### src/rtl/bitn_logic_seq.sv
// rtl/bitn_logic_seq.sv - lane-serial AND/OR/XOR/NOR unit with valid/ready handshakes
//
// Computes op(a, b) over WIDTH-bit operands, LANE bits per clock. Operands are
// captured on acceptance in IDLE. Lanes are produced low to high during BUSY.
// The result is held in DONE until the consumer takes it.
//
// Build option: define LOGIC_PARITY_EN to add the parity output, the XOR-reduction of z.
//
// Parameters:
//   WIDTH  operand/result width (WIDTH % LANE must be 0)
//   LANE   bits processed per clock (LANE == WIDTH gives a single BUSY cycle)
//
// Ports:
//   clk, rst            clock, synchronous active-high reset
//   in_valid/in_ready   operation handshake, carrying op/a/b
//   op                  00 AND, 01 OR, 10 XOR, 11 NOR
//   a, b                operands
//   out_valid/out_ready result handshake, carrying z/zero (and parity)
//   z, zero             result register and its all-zero flag
//   parity              XOR-reduction of z (LOGIC_PARITY_EN only)
//   busy                high in BUSY or DONE

module bitn_logic_seq #(
  parameter int WIDTH = 32,
  parameter int LANE  = 8
) (
  input  logic             clk,
  input  logic             rst,
  input  logic             in_valid,
  output logic             in_ready,
  input  logic [1:0]       op,
  input  logic [WIDTH-1:0] a,
  input  logic [WIDTH-1:0] b,
  output logic             out_valid,
  input  logic             out_ready,
  output logic [WIDTH-1:0] z,
  output logic             zero,
`ifdef LOGIC_PARITY_EN
  output logic             parity,
`endif
  output logic             busy
);

  localparam int NLANES = WIDTH / LANE;
  localparam int CW     = (NLANES > 1) ? $clog2(NLANES) : 1;

  typedef enum logic [1:0] {
    S_IDLE = 2'd0,
    S_BUSY = 2'd1,
    S_DONE = 2'd2
  } state_t;

  state_t           state;
  state_t           state_nxt;
  logic [WIDTH-1:0] a_q;
  logic [WIDTH-1:0] b_q;
  logic [1:0]       op_q;
  logic [CW-1:0]    lane_cnt;
  logic             zero_acc;
  logic [LANE-1:0]  lane_a;
  logic [LANE-1:0]  lane_b;
  logic [LANE-1:0]  lane_res;
  logic             last_lane;
  logic             accept;

`ifdef LOGIC_PARITY_EN
  logic             par_acc;
`endif

  assign accept    = (state == S_IDLE) && in_valid;
  assign last_lane = (lane_cnt == CW'(NLANES - 1));

  // The lane slice is taken from the captured operands only, so input changes
  // after acceptance cannot reach the result.
  assign lane_a = a_q[lane_cnt*LANE +: LANE];
  assign lane_b = b_q[lane_cnt*LANE +: LANE];

  always_comb begin
    lane_res = '0;
    case (op_q)
      2'b00:   lane_res = lane_a & lane_b;
      2'b01:   lane_res = lane_a | lane_b;
      2'b10:   lane_res = lane_a ^ lane_b;
      default: lane_res = ~(lane_a | lane_b);
    endcase
  end

  // State register
  always_ff @(posedge clk) begin
    if (rst) state <= S_IDLE;
    else     state <= state_nxt;
  end

  // Next-state logic
  always_comb begin
    state_nxt = state;
    case (state)
      S_IDLE:  if (in_valid)  state_nxt = S_BUSY;
      S_BUSY:  if (last_lane) state_nxt = S_DONE;
      S_DONE:  if (out_ready) state_nxt = S_IDLE;
      default: state_nxt = S_IDLE;
    endcase
  end

  // Outputs decoded from state
  always_comb begin
    in_ready  = (state == S_IDLE);
    out_valid = (state == S_DONE);
    busy      = (state == S_BUSY) || (state == S_DONE);
  end

  // Datapath
  always_ff @(posedge clk) begin
    if (rst) begin
      a_q      <= '0;
      b_q      <= '0;
      op_q     <= '0;
      lane_cnt <= '0;
      zero_acc <= 1'b0;
      z        <= '0;
      zero     <= 1'b0;
`ifdef LOGIC_PARITY_EN
      par_acc  <= 1'b0;
      parity   <= 1'b0;
`endif
    end else if (accept) begin
      a_q      <= a;
      b_q      <= b;
      op_q     <= op;
      lane_cnt <= '0;
      zero_acc <= 1'b1;
`ifdef LOGIC_PARITY_EN
      par_acc  <= 1'b0;
`endif
    end else if (state == S_BUSY) begin
      z[lane_cnt*LANE +: LANE] <= lane_res;
      lane_cnt <= lane_cnt + CW'(1);
      zero_acc <= zero_acc & (lane_res == '0);
`ifdef LOGIC_PARITY_EN
      par_acc  <= par_acc ^ (^lane_res);
`endif
      // The flags fold in the final lane directly, because the accumulators
      // only see it one edge later.
      if (last_lane) begin
        zero   <= zero_acc & (lane_res == '0);
`ifdef LOGIC_PARITY_EN
        parity <= par_acc ^ (^lane_res);
`endif
      end
    end
  end

endmodule
### config.mk
export PLATFORM = sky130hd
export DESIGN_NAME = bitn_logic_seq
export DESIGN_NICKNAME = d
export VERILOG_FILES = /design/src/rtl/bitn_logic_seq.sv
export SDC_FILE = /design/constraint.sdc
export NUM_CORES = 1
export LEC_CHECK = 0
export ABC_AREA = 1
export CAP_MARGIN = 20
export CELL_PAD_IN_SITES_DETAIL_PLACEMENT = 0
export CELL_PAD_IN_SITES_GLOBAL_PLACEMENT = 1
export CORE_MARGIN = 2
export CORE_UTILIZATION = 30
export CTS_BUF_LIST = sky130_fd_sc_hd__clkbuf_4
export DETAILED_ROUTE_END_ITERATION = 8
export GPL_TIMING_DRIVEN = 0
export HOLD_SLACK_MARGIN = 0.02
export PLACE_DENSITY_LB_ADDON = 0.08
export SETUP_SLACK_MARGIN = 0.3
export SYNTH_ARGS = -nofsm -noshare
export SYNTH_HDL_FRONTEND = slang
export SYNTH_SLANG_ARGS = --single-unit
export TNS_END_PERCENT = 30
### constraint.sdc
create_clock -name clk -period 2.3 [get_ports clk]
set_clock_uncertainty 0.15 [all_clocks]
set_input_delay 0.23 -clock clk [delete_from_list [all_inputs] [get_ports clk]]
set_output_delay 0.23 -clock clk [all_outputs]
set_load 0.05 [all_outputs]
# After elaboration in Yosys (flattened, before gate mapping)
# Index checks and enable logic that the tools add are counted.
# op_classes
mul,0
add_sub_neg,2
n_div,0
shift,4
mux,8
magnitude_cmp,0
reduce_logical,10
bitwise,6
n_eq_ne,8
# op_table
cell,count
variable part select 32 x 6 -> 8 bit,2
negation 5 -> 34 bit,1
variable shift 8 x 34 -> 32 bit (first input constant),1
variable part select 8 x 34 -> 32 bit,1
bitwise mux 32 bit,1
one-hot mux 8 bit (3 select lines),1
bitwise AND 8 bit,1
logical NOT 8 bit,1
inverter 8 bit,1
bitwise OR 8 bit,1
bitwise XOR 8 bit,1
equality test 2 bit (second input constant),3
two-way mux 2 bit,3
one-hot mux 2 bit (3 select lines),1
AND reduction 3 bit,2
equality test 2 x 1 -> 1 bit (second input constant),2
logical NOT 2 bit,2
!= test 2 bit (second input constant),2
adder 2 x 1 -> 2 bit (second input constant),1
two-way mux 1 bit,2
!= test 2 x 1 -> 1 bit (second input constant),1
AND reduction 2 bit,1
nonzero test 2 bit,1
OR reduction 2 bit,1
other kinds (4),4
# totals
word_cells,46
mem_count,0
ramBits,0
register_bits,104
rom_bits,0
inputBits,70
latch_bits,0

# Depth between registers and ports, before layout
# logic_depth
depth_word,8
mapped_depth,15
depth_no_buf,13

# Worst setup path before layout
# No wires, ideal clock.
# synth_timing
kind,register to register
startpoint,reg lane_cnt[0]
endpoint,reg zero
setup_slack_ns,-0.049
setup_ns,0.070
arrival_time_ns,2.128
path_stages_with_launch,14
cell_sequence,dfxtp_1 buf_2 clkbuf_1 nand2_1 a32oi_1 inv_1 ha_1 o21ai_0 nand3_2 nand2_2 nand2_1 nor2_2 nand3_1 a21oi_1
# synth_via
elab_chain_cells,6
# synth_rtl
item,line,source
"start, declared",58,logic [CW-1:0] lane_cnt;
"start signal, assigned",137,lane_cnt <= lane_cnt + CW'(1);
"variable part select 32 x 6 -> 8 bit, on equally long branches","75, 76",
bitwise OR 8 bit,"82, 84",
inverter 8 bit,84,default: lane_res = ~(lane_a | lane_b);
one-hot mux 8 bit (3 select lines),80,case (op_q)
logical NOT 8 bit,145,zero <= zero_acc & (lane_res == '0);
bitwise AND 1 bit,145,
"end signal, assigned",145,
"end, declared",37,"output logic zero,"
# Parallel ways exist; a longest one is shown, timed or not.
# A chain may end at the register's enable or synchronous reset.

# Final worst setup path
# layout_timing
startpoint,reg lane_cnt[0]
endpoint,reg z[30]
# layout_via
elab_chain_cells,6
# layout_rtl
item,line,source
"variable part select 32 x 6 -> 8 bit, on equally long branches","75, 76",
bitwise OR 8 bit,"82, 84",
inverter 8 bit,84,
one-hot mux 8 bit (3 select lines),80,
variable part select 8 x 34 -> 32 bit,136,z[lane_cnt*LANE +: LANE] <= lane_res;
bitwise mux 32 bit (*),136,
"end signal, assigned by index",136,
"end, declared",36,"output logic [WIDTH-1:0] z,"
# Mark *: on every way between the ends. The rest lies on a longest branch, timed or not.

==> flow_summary.json <==
{
  "timing.final.ws_setup_ps": -110,
  "htreeDepth": 3,
  "synth_area_um2": 4870,
  "rsz0062_at_grt": "yes",
  "place_area_um2": 6240,
  "grt_pass1_vias": 4775,
  "hold_violations": 0,
  "antenna_found_initial": 1,
  "endpoint": "z[30]",
  "failed_checks": "negative setup slack",
  "die_x_um": 131,
  "comb_power_share_pct": 53.3,
  "pwr-share-clk_pct": 13.6,
  "grt.total_usage_pct": 18.9,
  "crit_chain": "buf_12 -> clkbuf_16 -> nand2_1 -> a32oi_2 -> inv_1 -> ha_4 -> o21ai_2 -> nand3_2 -> nand2_2 -> buf_4 -> nor2_4 -> nand3_1 -> a21oi_1",
  "synthXorXnorAreaFrac_pct": 0,
  "critPathRequiredTime_ps": 2570,
  "synth.distinct_cells": 24,
  "reg2reg_depth": 13,
  "globalRouteOverflowTotal": 0,
  "finalCritPeriodShare_pct": 105,
  "final_common_cell": "nor2_1",
  "crit_slowest_cell": "dfxtp_2",
  "seq_area_frac_synth_pct": 42.8,
  "final_cell_count_no_fill": 1042,
  "clock_path_buffers": 2,
  "crit_buf_inv": 4,
  "synth_compound_area_share_pct": 16.7,
  "crit_type": "flip-flop to flip-flop",
  "slew_headroom_pct": 66.1,
  "maxCapViolCount": 0,
  "drt_pre_antenna_iters": 4,
  "worstPathMaxFanout": 8,
  "post-place-ws_ps": -461,
  "finalMaxSlewViolations": 0,
  "rows": 46,
  "status": "finished with violations",
  "finalSetupTns_ps": -824,
  "power_mw": 7.30,
  "p_seq_share_pct": 33.1,
  "gp_congestion": 0.859,
  "muxShareOfSynthArea_pct": 0,
  "final_antenna_net_count": 0,
  "ys_ff_latch": 104,
  "fin_util_pct": 45.9,
  "cts_tree": "yes",
  "hold_class": "primary input to flip-flop",
  "r2r_slack_ps": -110,
  "cp_top_family": "buffers and inverters",
  "viasPerCell": 4.64,
  "rr_startpoint": "lane_cnt[0]",
  "hold_path_depth": 3,
  "cts_made_buffers": 9,
  "vias": 4840,
  "io_pins": 106,
  "drt_iter0_markers": 262,
  "slowest_delay_ps": 390,
  "period_minus_slack_ps": 2410,
  "clkSinkCount": 104,
  "mostFrequentLayoutCells": "nor2_1 (130), nand2_1 (108), dfxtp_1 (102)",
  "startpoint_type": "flip-flop",
  "drc": 0,
  "synthAdderAreaFrac_pct": 6.17,
  "synthCells": 676,
  "dp_cells": 996,
  "clock-root-buffer": "clkbuf_4",
  "path_clk_slew_ps": 180,
  "dieArea_um2": 17300,
  "yosysTopAreaCell": "dfxtp_1",
  "dpl.hpwl_um": 11800,
  "powerDensity_nw_per_um2": 1000,
  "yosysWarningCount": 0,
  "area_growth_pct": 49.7,
  "p_leak_nw": 2.93,
  "clk_latency_ps": 500,
  "synth_nets": 770,
  "intPower_mw": 4.12,
  "critPathLaunch": "lane_cnt[0]",
  "synth_top_family_by_area": "simple AND/OR/NAND/NOR gates",
  "cp_num_cells": 13,
  "grt_max_degree": 18,
  "yosys.area_share.simple_pct": 27.4,
  "endpoint_kind": "flip-flop",
  "start_util_pct": 30.6,
  "power_switching_mw": 3.18,
  "synth_top_area_share_pct": 42.8,
  "worst_ir_drop_vdd_mv": 0.327,
  "grt_first_pass_wirelength_um": 25500,
  "setup_viol": 14,
  "crit_arrival_ps": 2680,
  "finish.net_count": 914,
  "wl_per_cell_um": 15.4,
  "die_y_um": 131,
  "drive_gt1_share_pct": 21.8,
  "core_area_um2": 15900,
  "syn_avg_cell_area_um2": 7.20,
  "r2r_end": "z[30]",
  "port_buffers": 104,
  "max_freq_ghz": 0.415,
  "synth_area_leaders": "dfxtp_1 (43%), nor2_1 (10%), nand2_1 (9.9%)",
  "worst_slew_pin_slew_ps": 510,
  "final_area_um2": 7290,
  "detail_route.wirelength_um": 16100,
  "hold_slack_ps": 174,
  "netSwitchingFraction_pct": 43.6
}
## power groups by stage
stage,registers (mW),logic [mW],clock network (mW)
2_1_floorplan,2.42,1.97,0
3_3_place_gp,2.44,2.83,0
3_5_place_dp,2.44,2.87,0
4_1_cts,2.41,3.58,1.02
5_1_grt,2.45,4.30,1.07
6_report,2.41,3.89,0.994
## timing repair
action,4_1_cts,5_1_grt
pin swaps,15,32
endpoints found under the setup margin,120,90
setup buffers,17,7
resized for setup,143,37
endpoints found under the hold margin,3,0
cloned,3,1
hold buffers,1,0
## flip-flops by register name, summed over array words and instances, names as in the netlist
signal and flops:
a_q 32, b_q 32, z 32, lane_cnt 2, op_q 2, state 2
zero 1, zero_acc 1
## cells by family (layout without fill, tap and decap cells)
family | count (synthesis) | after routing
AOI/OAI and AO/OA | 150 | 150
adders and majority gates | 24 | 24
buffers and inverters | 79 | 228
DFF | 104 | 104
other | 0 | 1
and+or+nand+nor | 319 | 319
## worst min path at each step
stage | from | end | slack [ps]
global route | a[8] | a_q[8] | 180
finish | a[24] | a_q[24] | 170
CTS | a[24] | a_q[24] | 170
detailed placement | z[0] | z[0] | 310
global placement | z[16] | z[16] | 310
floorplan | a[2] | a_q[2] | 230
## cells in the mapped netlist, drive strengths merged
cell    instances
buf            18
clkinv          2
dfxtp         104
o21ai          77
nand2         137
a21oi          56
clkbuf         23
a32oi          16
nor2          145
o221ai          1
inv            36
nor3            1
nand3          36
ha             24
## worst register-to-register path, stage by stage (launching register included)
cell,delay (ps)
dfxtp_2,390
buf_12,170
clkbuf_16,170
nand2_1,60
a32oi_2,270
inv_1,130
ha_4,280
o21ai_2,50
nand3_2,90
nand2_2,70
buf_4,140
nor2_4,110
nand3_1,90
a21oi_1,160
## final cells by class
cell class                      instances  area [um^2]
Timing Repair Buffer                  133         1290
Sequential cell                       104         2080
Clock buffer                            9         67.6
Multi-Input combinational cell        493         2960
Fill cell                            1634         8600
Antenna cell                            1         2.50
Inverter                               38          176
Tap cell                              216          270
Clock inverter                          7         70.1
Buffer                                 41          367
## per-layer routing
layer	vias up	share of wire (%)	global-route usage [%]
met4	0	2.3	7.13
met5	-	0	0
li1	2505	-	-
met1	2199	45	23.4
met3	21	4.9	3.40
met2	115	48	32.8
Note: power is estimated with default switching activity, not from simulation.
==> patch, RTL diff (same flow settings) <==
Reset style: asynchronous (`rst`), changed in 2 clocked blocks. Comments in the files are not updated.
--- a/src/rtl/bitn_logic_seq.sv
+++ b/src/rtl/bitn_logic_seq.sv
@@ -86,7 +86,7 @@
   end
 
   // State register
-  always_ff @(posedge clk) begin
+  always_ff @(posedge clk or posedge rst) begin
     if (rst) state <= S_IDLE;
     else     state <= state_nxt;
   end
@@ -110,7 +110,7 @@
   end
 
   // Datapath
-  always_ff @(posedge clk) begin
+  always_ff @(posedge clk or posedge rst) begin
     if (rst) begin
       a_q      <= '0;
       b_q      <= '0;
Function: differs if rst is asserted again (counterexample within 4 cycles, from zero or initial values and one cycle with rst high); with rst held inactive, the same outputs for 10 cycles.
==> patch against the original RTL <==
- the run still ends with negative setup slack left
- global-route usage is 0.80 points lower
- sequential cell count stayed put
- power is 40% higher
- final area is 0.46% higher
- area after synthesis is 6.2% higher
- combinational power is 62% higher
- routed wire length is 1.0% lower
- core utilization is 3.0 points lower
- setup slack better by 0.014 ns
- critical path type unchanged
- largest power group unchanged
- highest routed layer unchanged
==> patch: results (changes against the original RTL) <==
\begin{tabular}{lr}
\hline
Metric & Value \\
\hline
\multicolumn{2}{l}{\textbf{Global route}} \\
\quad Aggregate global-route resource usage & 0.181 (-0.00803) \\
\quad Vias in the first global route & 4,805 (+0.63\%) \\
\quad Maximum number of pins on one net before global-route repair & 41 (+23) \\
\quad Global-route wire length before repair & 25,300 microns (-1.1\%) \\
\multicolumn{2}{l}{\textbf{Timing}} \\
\quad Accumulated negative setup slack & -0.731 ns (+0.0931 ns) \\
\quad Final setup vio count & 14 (unchanged) \\
\quad Setup slack after layout & -0.0960 ns (+0.0140 ns) \\
\quad Actual transition at the worst max-transition pin & 0.775 ns (+0.265 ns) \\
\multicolumn{2}{l}{\textbf{Routing}} \\
\quad Vias post-DR & 4,703 (-2.8\%) \\
\quad Number of DRC markers in iteration 0 & 156 (-40\%) \\
\quad Post-Route WL & 15,900 microns (-1.0\%) \\
\multicolumn{2}{l}{\textbf{Cells and area}} \\
\quad Total Nets Final & 889 (-2.7\%) \\
\quad Fraction of layout cells with a size suffix above 1 & 0.190 (-0.0282) \\
\multicolumn{2}{l}{\textbf{Worst setup path}} \\
\quad Top fanout value on the critical path & 7 (-1) \\
\quad Delay of the slowest cell on the worst path & 0.52 ns (+0.13 ns) \\
\quad Critical path origin & lane\_cnt[0] \\
\multicolumn{2}{l}{\textbf{Yosys}} \\
\quad Commonest cells in the netlist & 281 x sky130\_fd\_sc\_hd\_\_nand2\_1, 104 x sky130\_fd\_sc\_hd\_\_dfrtp\_1, 68 x sky130\_fd\_sc\_hd\_\_inv\_1, 40 x sky130\_fd\_sc\_hd\_\_o21ai\_0, 24 x sky130\_fd\_sc\_hd\_\_ha\_1 \\
\quad Synthesized Nets & 751 (-2.5\%) \\
\quad Sequential element share of the synthesized area & 0.503 (+0.0756) \\
\quad Synth Flop Type & sky130\_fd\_sc\_hd\_\_dfrtp\_1 \\
\quad Fraction of registers with async set/reset & 1.00 (+1.00) \\
\quad Biggest area contributors in the synthesized netlist & sky130\_fd\_sc\_hd\_\_dfrtp\_1 50\%, sky130\_fd\_sc\_hd\_\_nand2\_1 20\%, sky130\_fd\_sc\_hd\_\_ha\_1 5.8\%, sky130\_fd\_sc\_hd\_\_inv\_1 4.9\%, sky130\_fd\_sc\_hd\_\_o21ai\_0 3.9\% \\
\quad Complex-gate fraction of the synthesized area & 0.106 (-0.0616) \\
\multicolumn{2}{l}{\textbf{Outcome}} \\
\quad Result of the run & complete, but fails checks \\
\quad Violations in the final reports & negative setup slack \\
\multicolumn{2}{l}{\textbf{Min path}} \\
\quad Path type of the worst min-delay path & input pin to asynchronous set/reset pin \\
\multicolumn{2}{l}{\textbf{Clocking}} \\
\quad CTS clock-pin slew for the worst setup and hold paths & 0.16 ns (-0.02 ns) \\
\multicolumn{2}{l}{\textbf{Power}} \\
\quad Highest ir drop seen on vdd & 0.523 mV (+60\%) \\
\quad Leak pwr & 0.00361 uW (+23\%) \\
\multicolumn{2}{l}{\textbf{Place}} \\
\quad Count of input and output buffers & 105 (+0.96\%) \\
\quad Post-DP HPWL & 12,100 microns (+2.4\%) \\
\hline
\end{tabular}
## patch: cell count changes after synthesis, moves of 11 or more
| cell | unedited run | this run |
|---|---|---|
| sky130_fd_sc_hd__o21ai_0 | 69 | 40 |
| sky130_fd_sc_hd__nand3_1 | 31 | 20 |
| sky130_fd_sc_hd__nor2_1 | 133 | 21 |
| sky130_fd_sc_hd__nand2_1 | 128 | 281 |
| sky130_fd_sc_hd__dfxtp_1 | 104 | 0 |
| sky130_fd_sc_hd__a21oi_1 | 56 | 18 |
| sky130_fd_sc_hd__inv_1 | 34 | 68 |
| sky130_fd_sc_hd__dfrtp_1 | 0 | 104 |
## patch: timing repair
action	4_1_cts	5_1_grt
resized for setup	125	62
buffers inserted	6	11
cloned	0	3
endpoints found under the setup margin	138	91
pin swaps	8	29
## patch: metrics by stage
stage          cell area [sq um]  power (uW)  hold WS (ns)  worst slack, ns  cells
2_1_floorplan               5170        6280         0.190            0.108    657
3_3_place_gp                6510        7890         0.313           -0.577    987
3_5_place_dp                6550        7950         0.316           -0.582    989
4_1_cts                     6980        9370        0.0557          -0.0714   1011
5_1_grt                     7320       11000        0.0907           -0.249   1026
6_report                    7320       10200        0.0586          -0.0960   1026
## patch: cell type report
class,instances,area (sq um),share of cell area
Antenna cell,1,2.50,0.000342
Buffer,29,256,0.0350
Clock buffer,10,75.1,0.0103
Clock inverter,6,36.3,0.00496
Inverter,73,280,0.0383
Multi-Input combinational cell,451,2540,0.347
Sequential cell,104,2610,0.356
Tap cell,225,282,0.0384
Timing Repair Buffer,127,1240,0.170
## patch: cell families (layout without fill, tap and decap cells)
kind of cell	after synthesis	in the layout
AND/OR/NAND/NOR	333	333
flip-flops	104	104
buffers and inverters	102	245
AO/OA/AOI/OAI	94	94
adder cells (fa/ha/maj)	24	24
other	0	1
## patch: critical path: cells and delay by family, from the launching register on
| kind | cells | cell delay [ns] |
|---|---|---|
| simple gates | 7 | 0.59 |
| flops | 1 | 0.52 |
| buf+inv | 3 | 0.39 |
| compound gates | 2 | 0.39 |
| fa+ha+maj | 1 | 0.29 |
## patch: per-layer routing
layer	GRT usage	part of all wire	vias up	wire [microns]
li1	-	-	2356	-
met1	0.237	0.46	2237	7250
met3	0.0243	0.028	22	450
met2	0.302	0.49	88	7800
met5	0	0	-	0
met4	0.0770	0.026	0	418
## patch: path summary, 6_finish.rpt
kind                       endpoint  cells past startpoint
hold reg to reg               z[22]                      2
min in group clk            b_q[26]                      3
hold / removal               b_q[6]                      2
max in group asynchronous   a_q[17]                      3
setup / recovery           zero_acc                     13
setup reg to reg           zero_acc                     13
## patch: report_power, final
group          switching (uW)  internal, uW  total (uW)
combinational            3890          2420        6310
clock                     633           228         861
sequential                457          2560        3020
total                    4980          5210       10200
